[src/rtl/adc_spi_responder.sv]
// Behavioural SPI ADC responder: synchronizes CONVST/SCLK/SDI onto CLOCK_50, simulates a
// conversion delay, then shifts out a 12-bit result while shifting in the next 6-bit config.
//
// state    | meaning
// IDLE     | waiting for a CONVST rising edge
// CONVERT  | conversion timer running; SCLK activity here is a protocol error
// WAIT_LOW | conversion done, waiting for CONVST to return low
// SHIFT    | result out on SDO, config in on SDI
module adc_spi_responder #(
  parameter int CONV_CYCLES = 80,
  parameter int SYNC_STAGES = 2
) (
  input  logic        CLOCK_50,
  input  logic        RESET_N,
  input  logic        ADC_CONVST,
  input  logic        ADC_SCLK,
  input  logic        ADC_SDI,
  input  logic [95:0] sample_data,
  output logic        ADC_SDO,
  output logic [5:0]  cfg_word,
  output logic        busy,
  output logic        frame_done,
  output logic        protocol_err
);

  localparam int CW = ($clog2(CONV_CYCLES) < 1) ? 1 : $clog2(CONV_CYCLES);
  localparam logic [CW-1:0] CONV_LOAD = CW'(CONV_CYCLES - 1);
  localparam logic [5:0] CFG_RESET = 6'b100010;

  typedef enum logic [1:0] {IDLE, CONVERT, WAIT_LOW, SHIFT} state_t;

  state_t state_q, state_d;
  logic [SYNC_STAGES-1:0] convst_sync_q, sclk_sync_q, sdi_sync_q;
  logic convst_prev_q, sclk_prev_q;
  logic [CW-1:0] conv_cnt_q, conv_cnt_d;
  logic [11:0] result_q, result_d;
  logic [11:0] out_sh_q, out_sh_d;
  logic sdo_q, sdo_d;
  logic [5:0] cfg_sh_q, cfg_sh_d;
  logic [5:0] cfg_q, cfg_d;
  logic [3:0] rise_cnt_q, rise_cnt_d;
  logic [3:0] fall_cnt_q, fall_cnt_d;
  logic done_q, done_d;
  logic perr_q, perr_d;

  logic convst_s, sclk_s, sdi_s;
  logic convst_rise, sclk_rise, sclk_fall;
  logic start_conv, enter_shift;
  logic [2:0] ch_sel;
  logic [6:0] ch_base;
  logic [11:0] sel_word;

  assign convst_s    = convst_sync_q[SYNC_STAGES-1];
  assign sclk_s      = sclk_sync_q[SYNC_STAGES-1];
  assign sdi_s       = sdi_sync_q[SYNC_STAGES-1];
  assign convst_rise = convst_s & ~convst_prev_q;
  assign sclk_rise   = sclk_s & ~sclk_prev_q;
  assign sclk_fall   = ~sclk_s & sclk_prev_q;

  // Channel index ordering is {S1, S0, O/S}; differential mode returns zero.
  assign ch_sel   = {cfg_q[3], cfg_q[2], cfg_q[4]};
  assign ch_base  = 7'(ch_sel) * 7'd12;
  assign sel_word = cfg_q[5] ? sample_data[ch_base +: 12] : 12'h000;

  always_ff @(posedge CLOCK_50 or negedge RESET_N) begin
    if (!RESET_N) begin
      convst_sync_q <= '0;
      sclk_sync_q   <= '0;
      sdi_sync_q    <= '0;
      convst_prev_q <= 1'b0;
      sclk_prev_q   <= 1'b0;
    end else begin
      convst_sync_q[0] <= ADC_CONVST;
      sclk_sync_q[0]   <= ADC_SCLK;
      sdi_sync_q[0]    <= ADC_SDI;
      for (int i = 1; i < SYNC_STAGES; i++) begin
        convst_sync_q[i] <= convst_sync_q[i-1];
        sclk_sync_q[i]   <= sclk_sync_q[i-1];
        sdi_sync_q[i]    <= sdi_sync_q[i-1];
      end
      convst_prev_q <= convst_s;
      sclk_prev_q   <= sclk_s;
    end
  end

  always_comb begin
    state_d     = state_q;
    conv_cnt_d  = conv_cnt_q;
    result_d    = result_q;
    out_sh_d    = out_sh_q;
    sdo_d       = sdo_q;
    cfg_sh_d    = cfg_sh_q;
    cfg_d       = cfg_q;
    rise_cnt_d  = rise_cnt_q;
    fall_cnt_d  = fall_cnt_q;
    done_d      = 1'b0;
    perr_d      = perr_q;
    start_conv  = 1'b0;
    enter_shift = 1'b0;

    case (state_q)
      IDLE: begin
        if (convst_rise) start_conv = 1'b1;
      end
      CONVERT: begin
        if (sclk_rise) perr_d = 1'b1;
        if (conv_cnt_q == '0) begin
          if (!convst_s) enter_shift = 1'b1;
          else           state_d = WAIT_LOW;
        end else begin
          conv_cnt_d = conv_cnt_q - 1'b1;
        end
      end
      WAIT_LOW: begin
        if (!convst_s) enter_shift = 1'b1;
      end
      SHIFT: begin
        if (convst_rise) begin
          start_conv = 1'b1;
        end else if (sclk_rise) begin
          if (rise_cnt_q < 4'd6) cfg_sh_d = {cfg_sh_q[4:0], sdi_s};
          if (rise_cnt_q != 4'hF) rise_cnt_d = rise_cnt_q + 1'b1;
        end else if (sclk_fall) begin
          if (fall_cnt_q == 4'd11) begin
            done_d  = 1'b1;
            sdo_d   = 1'b0;
            state_d = IDLE;
            if (rise_cnt_q >= 4'd6) cfg_d = cfg_sh_q;
          end else begin
            sdo_d      = out_sh_q[11];
            out_sh_d   = {out_sh_q[10:0], 1'b0};
            fall_cnt_d = fall_cnt_q + 1'b1;
          end
        end
      end
      default: state_d = IDLE;
    endcase

    if (start_conv) begin
      state_d    = CONVERT;
      conv_cnt_d = CONV_LOAD;
      result_d   = sel_word;
      sdo_d      = 1'b0;
    end
    // SDO presents the MSB as soon as SHIFT is entered, before any SCLK edge.
    if (enter_shift) begin
      state_d    = SHIFT;
      sdo_d      = result_q[11];
      out_sh_d   = {result_q[10:0], 1'b0};
      rise_cnt_d = '0;
      fall_cnt_d = '0;
      cfg_sh_d   = '0;
    end
  end

  always_ff @(posedge CLOCK_50 or negedge RESET_N) begin
    if (!RESET_N) begin
      state_q    <= IDLE;
      conv_cnt_q <= '0;
      result_q   <= '0;
      out_sh_q   <= '0;
      sdo_q      <= 1'b0;
      cfg_sh_q   <= '0;
      cfg_q      <= CFG_RESET;
      rise_cnt_q <= '0;
      fall_cnt_q <= '0;
      done_q     <= 1'b0;
      perr_q     <= 1'b0;
    end else begin
      state_q    <= state_d;
      conv_cnt_q <= conv_cnt_d;
      result_q   <= result_d;
      out_sh_q   <= out_sh_d;
      sdo_q      <= sdo_d;
      cfg_sh_q   <= cfg_sh_d;
      cfg_q      <= cfg_d;
      rise_cnt_q <= rise_cnt_d;
      fall_cnt_q <= fall_cnt_d;
      done_q     <= done_d;
      perr_q     <= perr_d;
    end
  end

  assign ADC_SDO      = sdo_q;
  assign cfg_word     = cfg_q;
  assign busy         = (state_q == CONVERT);
  assign frame_done   = done_q;
  assign protocol_err = perr_q;

endmodule

[config.mk]
export PLATFORM = sky130hd
export DESIGN_NAME = adc_spi_responder
export DESIGN_NICKNAME = d
export VERILOG_FILES = /design/src/rtl/adc_spi_responder.sv
export SDC_FILE = /design/constraint.sdc
export NUM_CORES = 1
export LEC_CHECK = 0
export ABC_AREA = 1
export CAP_MARGIN = 10
export CORE_MARGIN = 2
export CORE_UTILIZATION = 25
export DETAILED_ROUTE_END_ITERATION = 12
export GPL_TIMING_DRIVEN = 0
export SLEW_MARGIN = 40
export SYNTH_ARGS = -nofsm -noshare
export SYNTH_HDL_FRONTEND = slang
export SYNTH_SLANG_ARGS = --single-unit
[constraint.sdc]
create_clock -name CLOCK_50 -period 1.6 [get_ports CLOCK_50]
set_clock_uncertainty 0.2 [all_clocks]
set_input_delay 0.32 -clock CLOCK_50 [delete_from_list [all_inputs] [get_ports CLOCK_50]]
set_output_delay 0.32 -clock CLOCK_50 [all_outputs]
set_load 0.05 [all_outputs]
==> metrics.cfg, run 1 <==
[route]
routed_wl_um = 12700
wl_met1_um = 5560
dr.pass1.iters = 4
met2_length_um = 6310
initialDrtViolationCount = 192
vias_per_cell = 4.77
ant_nets = 0
highest_layer = met4
wl_per_cell_um = 15.2
via_count = 3972
drc = 0
dr_wl_met3_um = 615

[synthesis]
synth_cell_types = 33
ys_seq_area_share_pct = 41.6
ys_ff_latch = 63
synth_area_um2 = 3800
synth_cells = 483
synth_top_cells_by_area = dfrtp_1 40%, o21ai_0 10%, nor2_1 8.6%, nand2_1 5.9%, o211ai_1 4.9%
syn_nets = 592
synth.top_cell.area_share_pct = 40.2
synth_top_cell_by_area = dfrtp_1
avgSynthCellArea_um2 = 7.86
yosys_warnings = 0

[sta]
clock.fmax_mhz = 524
rsz0062_at_grt = true
finalMaxSlewViolations = 0
finalSetupTns_ns = -10.20
fin_ws_ns = -0.308
finalHoldViolations = 0
min_period_over_period_pct = 119
tightest_slew_ns = 0.373
slew_headroom_pct = 74.8
holdWs_ns = 0.152
finalSetupViolations = 55
min_period_ns = 1.91

[cts]
cts_tree = done
htree_levels = 3
clock-sinks = 63
clkSlewWorstSetupHoldPaths_ns = 0.06
insertion_delay_ns = 0.33
cts_root_buf = clkbuf_16
numCtsBuffers = 9
cts_buffer_depth = 2

[critical_path]
startpoint_type = flop
crit_arrival_ns = 1.39
cp-end-kind = output pin
worstPathRequired_ns = 1.08
path_max_fanout = 4
crit_start = state_q[0]
crit_type = flop to output pin
timing.rr.start = state_q[0]

[cells_and_area]
fillers = 1448
area_growth_pct = 66.4
drive_above_1_share_pct = 31.9
post-route-util_pct = 42.0
diodes = 0
finalNetCount = 750

[pwr]
switching_share_pct = 35.2
p_leak_nw = 2.70
p_switching_mw = 2.37
power_mw = 6.73
power_frac_clock_pct = 26.1
powerDensity_nw_per_um2 = 1070
ir_drop_uv = 759
p_comb_share_pct = 41.7
internal-power_mw = 4.37
sequentialPowerShare_pct = 32.3

[floorplan]
num_rows = 45
die_w_um = 127
coreArea_um2 = 15000
die_h_um = 127
num_io_pins = 111
initial_core_util_pct = 25.3
die_area_um2 = 16200

[global_route]
grt_pass1_wl_um = 19200
groute.usage.overall_pct = 14.6
grt_pass1_vias = 3908
grt_max_degree = 45
grt.overflow.total = 0
antenna_found_initial = 0

[status]
violations = negative setup slack
status = complete, but fails checks

[place]
place.gp.congestion = 0.886
io_buffers = 110
pre_cts_slack_ns = -0.362
hpwlAfterDp_um = 8650

[hold_path]
hold_start = convst_sync_q[0]
hold_path.class = flop to flop

[job]
max-cap-violations = 0

==> worst max-delay path: stages (launching register included) <==
cell and delay, ns:
dfrtp_2 0.45, ha_4 0.20, buf_4 0.14, buf_4 0.13, buf_6 0.14
==> area by class of cell <==
| class | instances | area (um^2) | share of cell area (%) |
|---|---|---|---|
| flip-flops and latches | 63 | 1590 | 25.1 |
| multi-input cells | 344 | 2250 | 35.7 |
| repair buffers | 147 | 1500 | 23.8 |
| well taps | 188 | 235 | 3.72 |
| plain buffers | 29 | 283 | 4.48 |
| clock inverters | 4 | 22.5 | 0.357 |
| inverters | 47 | 190 | 3.01 |
| clock buffers | 11 | 243 | 3.84 |
==> synthesized netlist by cell type (all sizes together) <==
cell     n
dfrtp   61
nand2   64
nand4    6
xor2     5
nand3   29
o211ai  34
inv     47
nor2    92
a21o     1
o21ai   93
a21boi   2
clkbuf   8
ha       8
xnor2    1
mux2     1
a21oi    6
buf     21
dfstp    2
o31ai    2
==> registers in the layout (all words and copies together) (netlist names) <==
name and count:
convst_prev_q 1, sclk_sync_q 2, frame_done 1, conv_cnt_q 7
cfg_word 6, state_q 2, ADC_SDO 1, sclk_prev_q 1
sdi_sync_q 2, fall_cnt_q 4, convst_sync_q 2, result_q 12
out_sh_q 11, cfg_sh_q 6, protocol_err 1, rise_cnt_q 4
==> final timing paths <==
check,end,slack [ns],cells past startpoint
setup / recovery,busy,-0.31,4
hold / removal,convst_sync_q[1],0.15,0
setup reg to reg,state_q[1],-0.30,7
hold reg to reg,convst_sync_q[1],0.15,0
max in group asynchronous,cfg_word[5],0.43,3
min in group asynchronous,protocol_err,0.21,2
==> placed cells by master, fill, tap and decap left out, drive strengths merged, types with 22 or more instances in the layout <==
cell type       n
clkdlybuf4s50  99
o21ai          93
nor2           92
nand2          64
buf            64
dfrtp          61
inv            46
o211ai         34
nand3          29
clkbuf         22
==> cells by family after synthesis <==
logic type | synth area share [%]
simple gates | 21.8
flops | 41.6
mux | 0.297
buf+inv | 9.62
fa+ha+maj | 2.64
compound gates | 22.6
xor+xnor | 1.38
==> per-stage QoR <==
step           std cells  area [um^2]
2_1_floorplan        483         3870
3_3_place_gp         781         5200
3_5_place_dp         782         5220
4_1_cts              823         5920
5_1_grt              833         6320
6_report             833         6320
==> power by group through the flow <==
stage	combinational [mW]	clock (mW)	sequential, mW
2_1_floorplan	1.10	0	2.13
3_3_place_gp	1.67	0	2.11
3_5_place_dp	1.72	0	2.13
4_1_cts	2.35	1.79	2.13
5_1_grt	3.03	1.85	2.21
6_report	2.81	1.76	2.17
==> metal layers <==
metal	track usage [%]	vias to the layer above
met2	24.7	104
met5	0	-
met1	19.3	1913
met3	3.02	20
met4	3.56	0
li1	-	1935
==> what timing repair did <==
item / 4_1_cts / 5_1_grt
cloned: 4 / 3
pin swaps: 10 / 22
setup buffers: 21 / 9
setup endpoints to repair: 63 / 60
resized for setup: 122 / 102
hold endpoints to repair: 56 / 0
hold buffers: 1 / 0
Note: power is estimated with default switching activity, not from simulation.
==> inputs of run 2 (changes only) <==
--- a/config.mk
+++ b/config.mk
@@ -5,7 +5,6 @@
 export SDC_FILE = /design/constraint.sdc
 export NUM_CORES = 1
 export LEC_CHECK = 0
-export ABC_AREA = 1
 export CAP_MARGIN = 10
 export CORE_MARGIN = 2
 export CORE_UTILIZATION = 25
==> constraint.sdc (replaced) <==
create_clock -name CLOCK_50 -period 2.35 [get_ports CLOCK_50]
set_clock_uncertainty 0.2 [all_clocks]
set_input_delay 0.47 -clock CLOCK_50 [delete_from_list [all_inputs] [get_ports CLOCK_50]]
set_output_delay 0.47 -clock CLOCK_50 [all_outputs]
set_load 0.1 [all_outputs]
==> run 2 against run 1 <==
The flow now finishes without violations. Total power fell by 47%. Synthesized area fell by 11%. Clock power fell by 30%. Sequential share of layout area rose by 6.2 points. Critical endpoint is now out_sh_q[3]. Highest routed layer unchanged.
==> metrics.cfg, run 2 <==
[cells_and_area]
area_growth_pct = 49.1
largest_reg_flops = 12  ; unchanged
finalNetCount = 515  ; -31%
largest_register = result_q
final_area_um2 = 5060  ; -20%
drive_above_1_share_pct = 20.2  ; -12 points
final_cell_mix = 99 x clkdlybuf4s50_1, 59 x dfrtp_1, 24 x mux4_2, 24 x nand2_1, 19 x mux2i_1
fin_cells = 587  ; -30%
top_regs = result_q: 12 flops, out_sh_q: 11 flops, conv_cnt_q: 7 flops
final_common_cell = clkdlybuf4s50_1
diodes = 0  ; unchanged

[global_route]
groute.usage.overall_pct = 12.7  ; -2.0 points
antenna_found_initial = 0  ; unchanged
grt.overflow.total = 0  ; unchanged
grt_pass1_vias = 3011  ; -23%
grt_max_degree = 42  ; -6.7%
grt_pass1_wl_um = 14300  ; -26%

[synthesis]
synth_area_um2 = 3400  ; -11%
async_flop_share_pct = 100  ; unchanged
synth_common_cells = 61 x dfrtp_1, 24 x mux4_2, 24 x nand2_1
synth_top_cell_by_area = dfrtp_1
ys_ff_latch = 63  ; unchanged
synth-edff-count = 0  ; unchanged
yosys_warnings = 0  ; unchanged
ys_seq_area_share_pct = 46.5  ; +4.9 points
synth_cells = 280  ; -42%
synth_cell_types = 40  ; +21%
syn_nets = 389  ; -34%
avgSynthCellArea_um2 = 12.1  ; +54%
ys.flop_type = dfrtp_1
synth_top_cells_by_area = dfrtp_1 45%, mux4_2 16%, mux2i_1 5.6%, ha_1 2.9%, a221o_1 2.7%
synth.most_common_cell = dfrtp_1
synth.top_cell.area_share_pct = 45.0  ; +4.7 points

[floorplan]
die_w_um = 121  ; -5.3%
die_h_um = 121  ; -5.3%
initial_core_util_pct = 25.6  ; +0.39 points
coreArea_um2 = 13200  ; -12%
num_io_pins = 111  ; unchanged
die_area_um2 = 14500  ; -10%
num_rows = 42  ; -6.7%

[hold_path]
worstHoldEndpoint = sdi_sync_q[1]
hold_start = sdi_sync_q[0]
hold_path.class = flop to flop
min_path_cells = 0  ; unchanged

[critical_path]
timing.rr.start = state_q[0]
crit_arrival_ns = 2.26  ; +0.87 ns
crit_type = flop to flop
slowest_stage = dfrtp_1
worstPathRequired_ns = 2.36  ; +1.28 ns
startpoint_type = flop
path_max_fanout = 9  ; +5
r2r-end = out_sh_q[3]
cp-end-kind = flop
path_cells = inv_2 -> ha_2 -> or3b_4 -> o41ai_4 -> buf_6 -> buf_4 -> nor2_4 -> a221o_1
r2r_cells = 8  ; +1
reg2reg_slack_ns = 0.09  ; +0.39 ns
cp_top_family = simple AND/OR/NAND/NOR gates
crit_buf_inv = 3  ; unchanged
slowest_delay_ns = 0.41  ; -0.04 ns

[sta]
clock.fmax_mhz = 443
tightest_slew_ns = 0.731  ; +0.357 ns
finalMaxSlewViolations = 0  ; unchanged
min_period_ns = 2.26
finalHoldViolations = 0  ; unchanged
min_period_over_period_pct = 96.1
holdWs_ns = 0.145  ; -0.00632 ns
finalSetupViolations = 0  ; -100%
slew_headroom_pct = 51.3  ; -24 points
rsz0062_at_grt = false

[cts]
cts_buffer_depth = 2  ; unchanged
insertion_delay_ns = 0.33  ; about the same
clock-sinks = 63  ; unchanged
numCtsBuffers = 9  ; unchanged
clkSlewWorstSetupHoldPaths_ns = 0.05  ; about the same
cts_root_buf = clkbuf_16
cts_tree = done
htree_levels = 3  ; unchanged

[route]
ant_nets = 0  ; unchanged
wl_per_cell_um = 14.9  ; -2.0%
via_count = 2727  ; -31%
vias_per_cell = 4.65  ; -2.6%
initialDrtViolationCount = 133  ; -31%
drc = 0  ; unchanged
routed_wl_um = 8760  ; -31%
dr.pass1.iters = 4  ; unchanged

[place]
io_buffers = 110  ; unchanged
dp.cells = 567  ; -27%
hpwlAfterDp_um = 6780  ; -22%
place.gp.congestion = 0.757  ; -15%
placed_area_um2 = 4690  ; -10%

[job]
max-cap-violations = 0  ; unchanged

[pwr]
p_leak_nw = 2.10  ; -22%
power_mw = 3.54  ; -47%
ir_drop_uv = 403  ; -47%
powerDensity_nw_per_um2 = 700  ; -34%

[status]
status = completed

## run 2: cell count changes in the layout (fill, tap and decap cells not counted), sizes merged, moves of 27 or more
cell,delta
nor2,-72
o21ai,-72
buf,-45
nand2,-40
inv,-38
o211ai,-32
nand3,-27
## run 2: how the worst max path moves through the flow
stage | startpoint | slack, ns | to | cells past startpoint
floorplan | state_q[1] | 0.006 | out_sh_q[3] | 6
global placement | RESET_N | -1.85 | cfg_word[4] | 1
detailed placement | conv_cnt_q[2] | -0.20 | rise_cnt_q[1] | 6
finish | state_q[0] | 0.09 | out_sh_q[3] | 8
global route | convst_sync_q[1] | 0.006 | result_q[3] | 7
CTS | state_q[0] | 0.03 | cfg_sh_q[3] | 8
## run 2: cell families (layout without fill, tap and decap cells)
| kind of cell | Yosys count | after routing | share of synthesized area, % |
|---|---|---|---|
| DFF | 63 | 63 | 46.5 |
| xor gates and xnor gates | 11 | 11 | 2.84 |
| adders and majority gates | 8 | 8 | 2.95 |
| AOI/OAI and AO/OA | 48 | 49 | 10.2 |
| muxes | 49 | 49 | 23.5 |
| buffers and inverters | 24 | 154 | 2.80 |
| and+or+nand+nor | 77 | 77 | 11.2 |
## run 2: area by class of cell
| class | instances | area (um^2) |
|---|---|---|
| repair buffers | 114 | 1100 |
| flip-flops and latches | 63 | 1580 |
| fillers | 1351 | 8180 |
| clock buffers | 11 | 253 |
| inverters | 8 | 30.0 |
| clock inverters | 5 | 32.5 |
| well taps | 176 | 220 |
| plain buffers | 16 | 82.6 |
| multi-input cells | 194 | 1760 |
## run 2: worst reg2reg max path, cell delays in order (launching register included)
cell and delay, ns:
dfrtp_1 0.41, inv_2 0.08, ha_2 0.30, or3b_4 0.41
o41ai_4 0.06, buf_6 0.17, buf_4 0.13, nor2_4 0.06
a221o_1 0.31
## run 2: routing by layer
metal  global-route usage, %  up-vias  wire [um]  part of all wire [%]
met3                    3.40        7        619                   7.1
met2                    21.8      109       4350                    50
met4                    4.80        0        108                   1.2
met5                       0        -          0                     0
met1                    15.1     1318       3680                    42
li1                        -     1293          -                     -
## run 2: through the flow
stage,worst slack [ns],setup TNS [ns],utilization (%)
floorplan,0.00589,0,-
global placement,-1.85,-90.69,35.7
detailed placement,-0.203,-2.11,35.4
CTS,0.0319,0,38.0
global route,0.00552,0,38.2
finish,0.0914,0,38.2
## run 2: repair_timing
item	4_1_cts	5_1_grt
gates cloned	1	0
pin swaps	2	0
hold buffers	1	0
endpoints found under the setup margin	21	36
hold endpoints to repair	22	0
buffers inserted	1	1
resized for setup	8	8
## run 2: report_power, final
part           internal [mW]  total [mW]  switching, mW  leakage [nW]
registers               1.23        1.35          0.123         0.820
clock network          0.766        1.23          0.469         0.134
logic                  0.455       0.957          0.502          1.15
==> inputs of run 3 (changes only) <==
--- a/config.mk
+++ b/config.mk
@@ -10,6 +10,7 @@
 export CORE_UTILIZATION = 25
 export DETAILED_ROUTE_END_ITERATION = 12
 export GPL_TIMING_DRIVEN = 0
+export PLACE_DENSITY_LB_ADDON = 0.12
 export SLEW_MARGIN = 40
 export SYNTH_ARGS = -nofsm -noshare
 export SYNTH_HDL_FRONTEND = slang
==> run 3 against run 2 <==
Register-to-register slack barely moved. Global-route usage rose by 0.33 points. Wire length rose by 2.3%. Worst hold slack improved by 0.0028 ns. Total power fell by 0.52%. Utilization fell by 0.13 points. Combinational power fell by 2.8%. First-iteration DRC count rose by 6.0%. Sequential share of layout area rose by 0.11 points. Largest power group unchanged.
==> metrics.cfg, run 3 (synthesized netlist as in run 2, its figures left out) <==
[hold_path]
min_path_cells = 0  ; unchanged
hold_path.class = flop to flop
hold_start = sdi_sync_q[0]

[global_route]
grt_pass1_vias = 2810  ; -6.7%
grt.overflow.total = 0  ; unchanged
groute.usage.overall_pct = 13.0  ; +0.33 points
antenna_found_initial = 0  ; unchanged
grt_max_degree = 35  ; -17%
grt_pass1_wl_um = 14600  ; +2.1%

[pwr]
switching_share_pct = 32.1  ; +1.2 points
sequentialPowerShare_pct = 38.3  ; +0.2 points
p_leak_nw = 2.10  ; -0.17%
internal-power_mw = 2.40  ; -2.2%
powerDensity_nw_per_um2 = 699  ; -0.17%
p_switching_mw = 1.13  ; +3.3%
power_frac_clock_pct = 35.3  ; +0.5 points
ir_drop_uv = 305  ; -24%
p_comb_share_pct = 26.4  ; -0.6 points

[critical_path]
crit_arrival_ns = 2.28  ; +0.02 ns
timing.rr.start = state_q[0]
path_max_fanout = 10  ; +1
crit_start = state_q[0]
r2r_cells = 7  ; -1
worstPathRequired_ns = 2.35  ; about the same
startpoint_type = flop
crit_type = flop to flop
cp-end-kind = flop

[floorplan]
initial_core_util_pct = 25.6  ; unchanged
die_area_um2 = 14500  ; unchanged
die_w_um = 121  ; unchanged
num_io_pins = 111  ; unchanged
coreArea_um2 = 13200  ; unchanged
die_h_um = 121  ; unchanged
num_rows = 42  ; unchanged

[cells_and_area]
finalNetCount = 513  ; -0.39%
largest_register = result_q
area_growth_pct = 48.6
post-route-util_pct = 38.1  ; -0.13 points
top_regs = result_q: 12 flops, out_sh_q: 11 flops, conv_cnt_q: 7 flops
diodes = 0  ; unchanged
largest_reg_flops = 12  ; unchanged
final_cell_mix = 99 x clkdlybuf4s50_1, 59 x dfrtp_1, 24 x mux4_2, 24 x nand2_1, 19 x mux2i_1
fillers = 1373  ; +1.6%
drive_above_1_share_pct = 19.8  ; -0.39 points
final_common_cell = clkdlybuf4s50_1

[status]
status = completed

[sta]
slew_headroom_pct = 52.5  ; +1.2 points
min_period_ns = 2.27  ; +0.0139 ns
finalSetupViolations = 0  ; unchanged
fin_ws_ns = 0.0776  ; -0.0139 ns
min_period_over_period_pct = 96.7  ; +0.59 points
clock.fmax_mhz = 440  ; -0.61%
finalMaxSlewViolations = 0  ; unchanged
finalHoldViolations = 0  ; unchanged
rsz0062_at_grt = false
tightest_slew_ns = 0.712  ; -0.0183 ns

[cts]
numCtsBuffers = 9  ; unchanged
clkSlewWorstSetupHoldPaths_ns = 0.06  ; about the same
insertion_delay_ns = 0.33  ; about the same
clock-sinks = 63  ; unchanged
cts_tree = done
cts_buffer_depth = 2  ; unchanged
cts_root_buf = clkbuf_16
htree_levels = 3  ; unchanged

[route]
vias_per_cell = 4.53  ; -2.5%
dr.pass1.iters = 4  ; unchanged
ant_nets = 0  ; unchanged
routed_wl_um = 8960  ; +2.3%
via_count = 2651  ; -2.8%
initialDrtViolationCount = 141  ; +6.0%
wl_per_cell_um = 15.3  ; +2.6%
drc = 0  ; unchanged

[place]
hpwlAfterDp_um = 7090  ; +4.6%
place.gp.congestion = 0.757  ; about the same
pre_cts_slack_ns = -0.246  ; -0.0430 ns
io_buffers = 110  ; unchanged

[job]
max-cap-violations = 0  ; unchanged

[run 3: cell count changes in the layout (fill, tap and decap cells not counted), sizes merged]
| cell | delta |
|---|---|
| o21bai | -1 |
| clkinv | +1 |
| buf | -1 |
| clkbuf | -2 |
| inv | +2 |
| clkinvlp | -1 |
[run 3: worst max-delay path, stage by stage (launching register included)]
cell	delay, ns
dfrtp_1	0.40
inv_1	0.09
ha_2	0.31
or3b_4	0.41
o41ai_4	0.06
buf_6	0.18
o21bai_4	0.11
a221o_1	0.38
[run 3: path summary, 6_finish.rpt]
check                                endpoint  slack (ns)
worst max-delay path              out_sh_q[6]        0.08
worst min-delay path            sdi_sync_q[1]        0.15
worst max register to register    out_sh_q[6]        0.08
worst min register to register  sdi_sync_q[1]        0.15
max in group asynchronous       conv_cnt_q[1]        1.01
min in group asynchronous       rise_cnt_q[0]        0.43
[run 3: cell type report]
type | instances | area [um^2] | share of cell area, %
plain buffers | 16 | 87.6 | 1.74
clock buffers | 9 | 225 | 4.46
clock inverters | 7 | 57.6 | 1.14
inverters | 8 | 30.0 | 0.595
multi-input cells | 193 | 1750 | 34.7
flip-flops and latches | 63 | 1580 | 31.4
well taps | 176 | 220 | 4.37
repair buffers | 113 | 1090 | 21.6
[run 3: per-stage QoR]
step,setup TNS (ns),hold slack [ns],cell area (um^2),instances,power [mW]
2_1_floorplan,0,-0.0256,3400,280,1.89
3_3_place_gp,-101.35,0.133,4730,566,2.25
3_5_place_dp,-2.60,0.136,4690,567,2.25
4_1_cts,0,0.151,5020,585,3.56
5_1_grt,0,0.166,5040,585,3.74
6_report,0,0.148,5040,585,3.53
[run 3: timing repair]
| item | 4_1_cts | 5_1_grt |
|---|---|---|
| setup buffers | 1 | 0 |
| resized for setup | 9 | 11 |
| pin swaps | 2 | 0 |
| hold buffers | 1 | 0 |
| hold endpoints to repair | 27 | 0 |
| setup endpoints to repair | 21 | 28 |
[run 3: per-layer routing]
layer / vias up / global-route usage, % / routed length [um]
li1: 1287 / - / -
met1: 1244 / 17.0 / 4030
met2: 109 / 19.8 / 3950
met3: 11 / 4.67 / 849
met4: 0 / 4.58 / 130
met5: - / 0 / 0
[run 3: power by group through the flow]
stage / clock, mW / combinational [mW] / sequential, mW
after floorplan: 0 / 0.502 / 1.39
after global placement: 0 / 0.885 / 1.36
after detailed placement: 0 / 0.888 / 1.37
after CTS: 1.28 / 0.934 / 1.35
after global routing: 1.34 / 1.03 / 1.37
final: 1.24 / 0.930 / 1.35
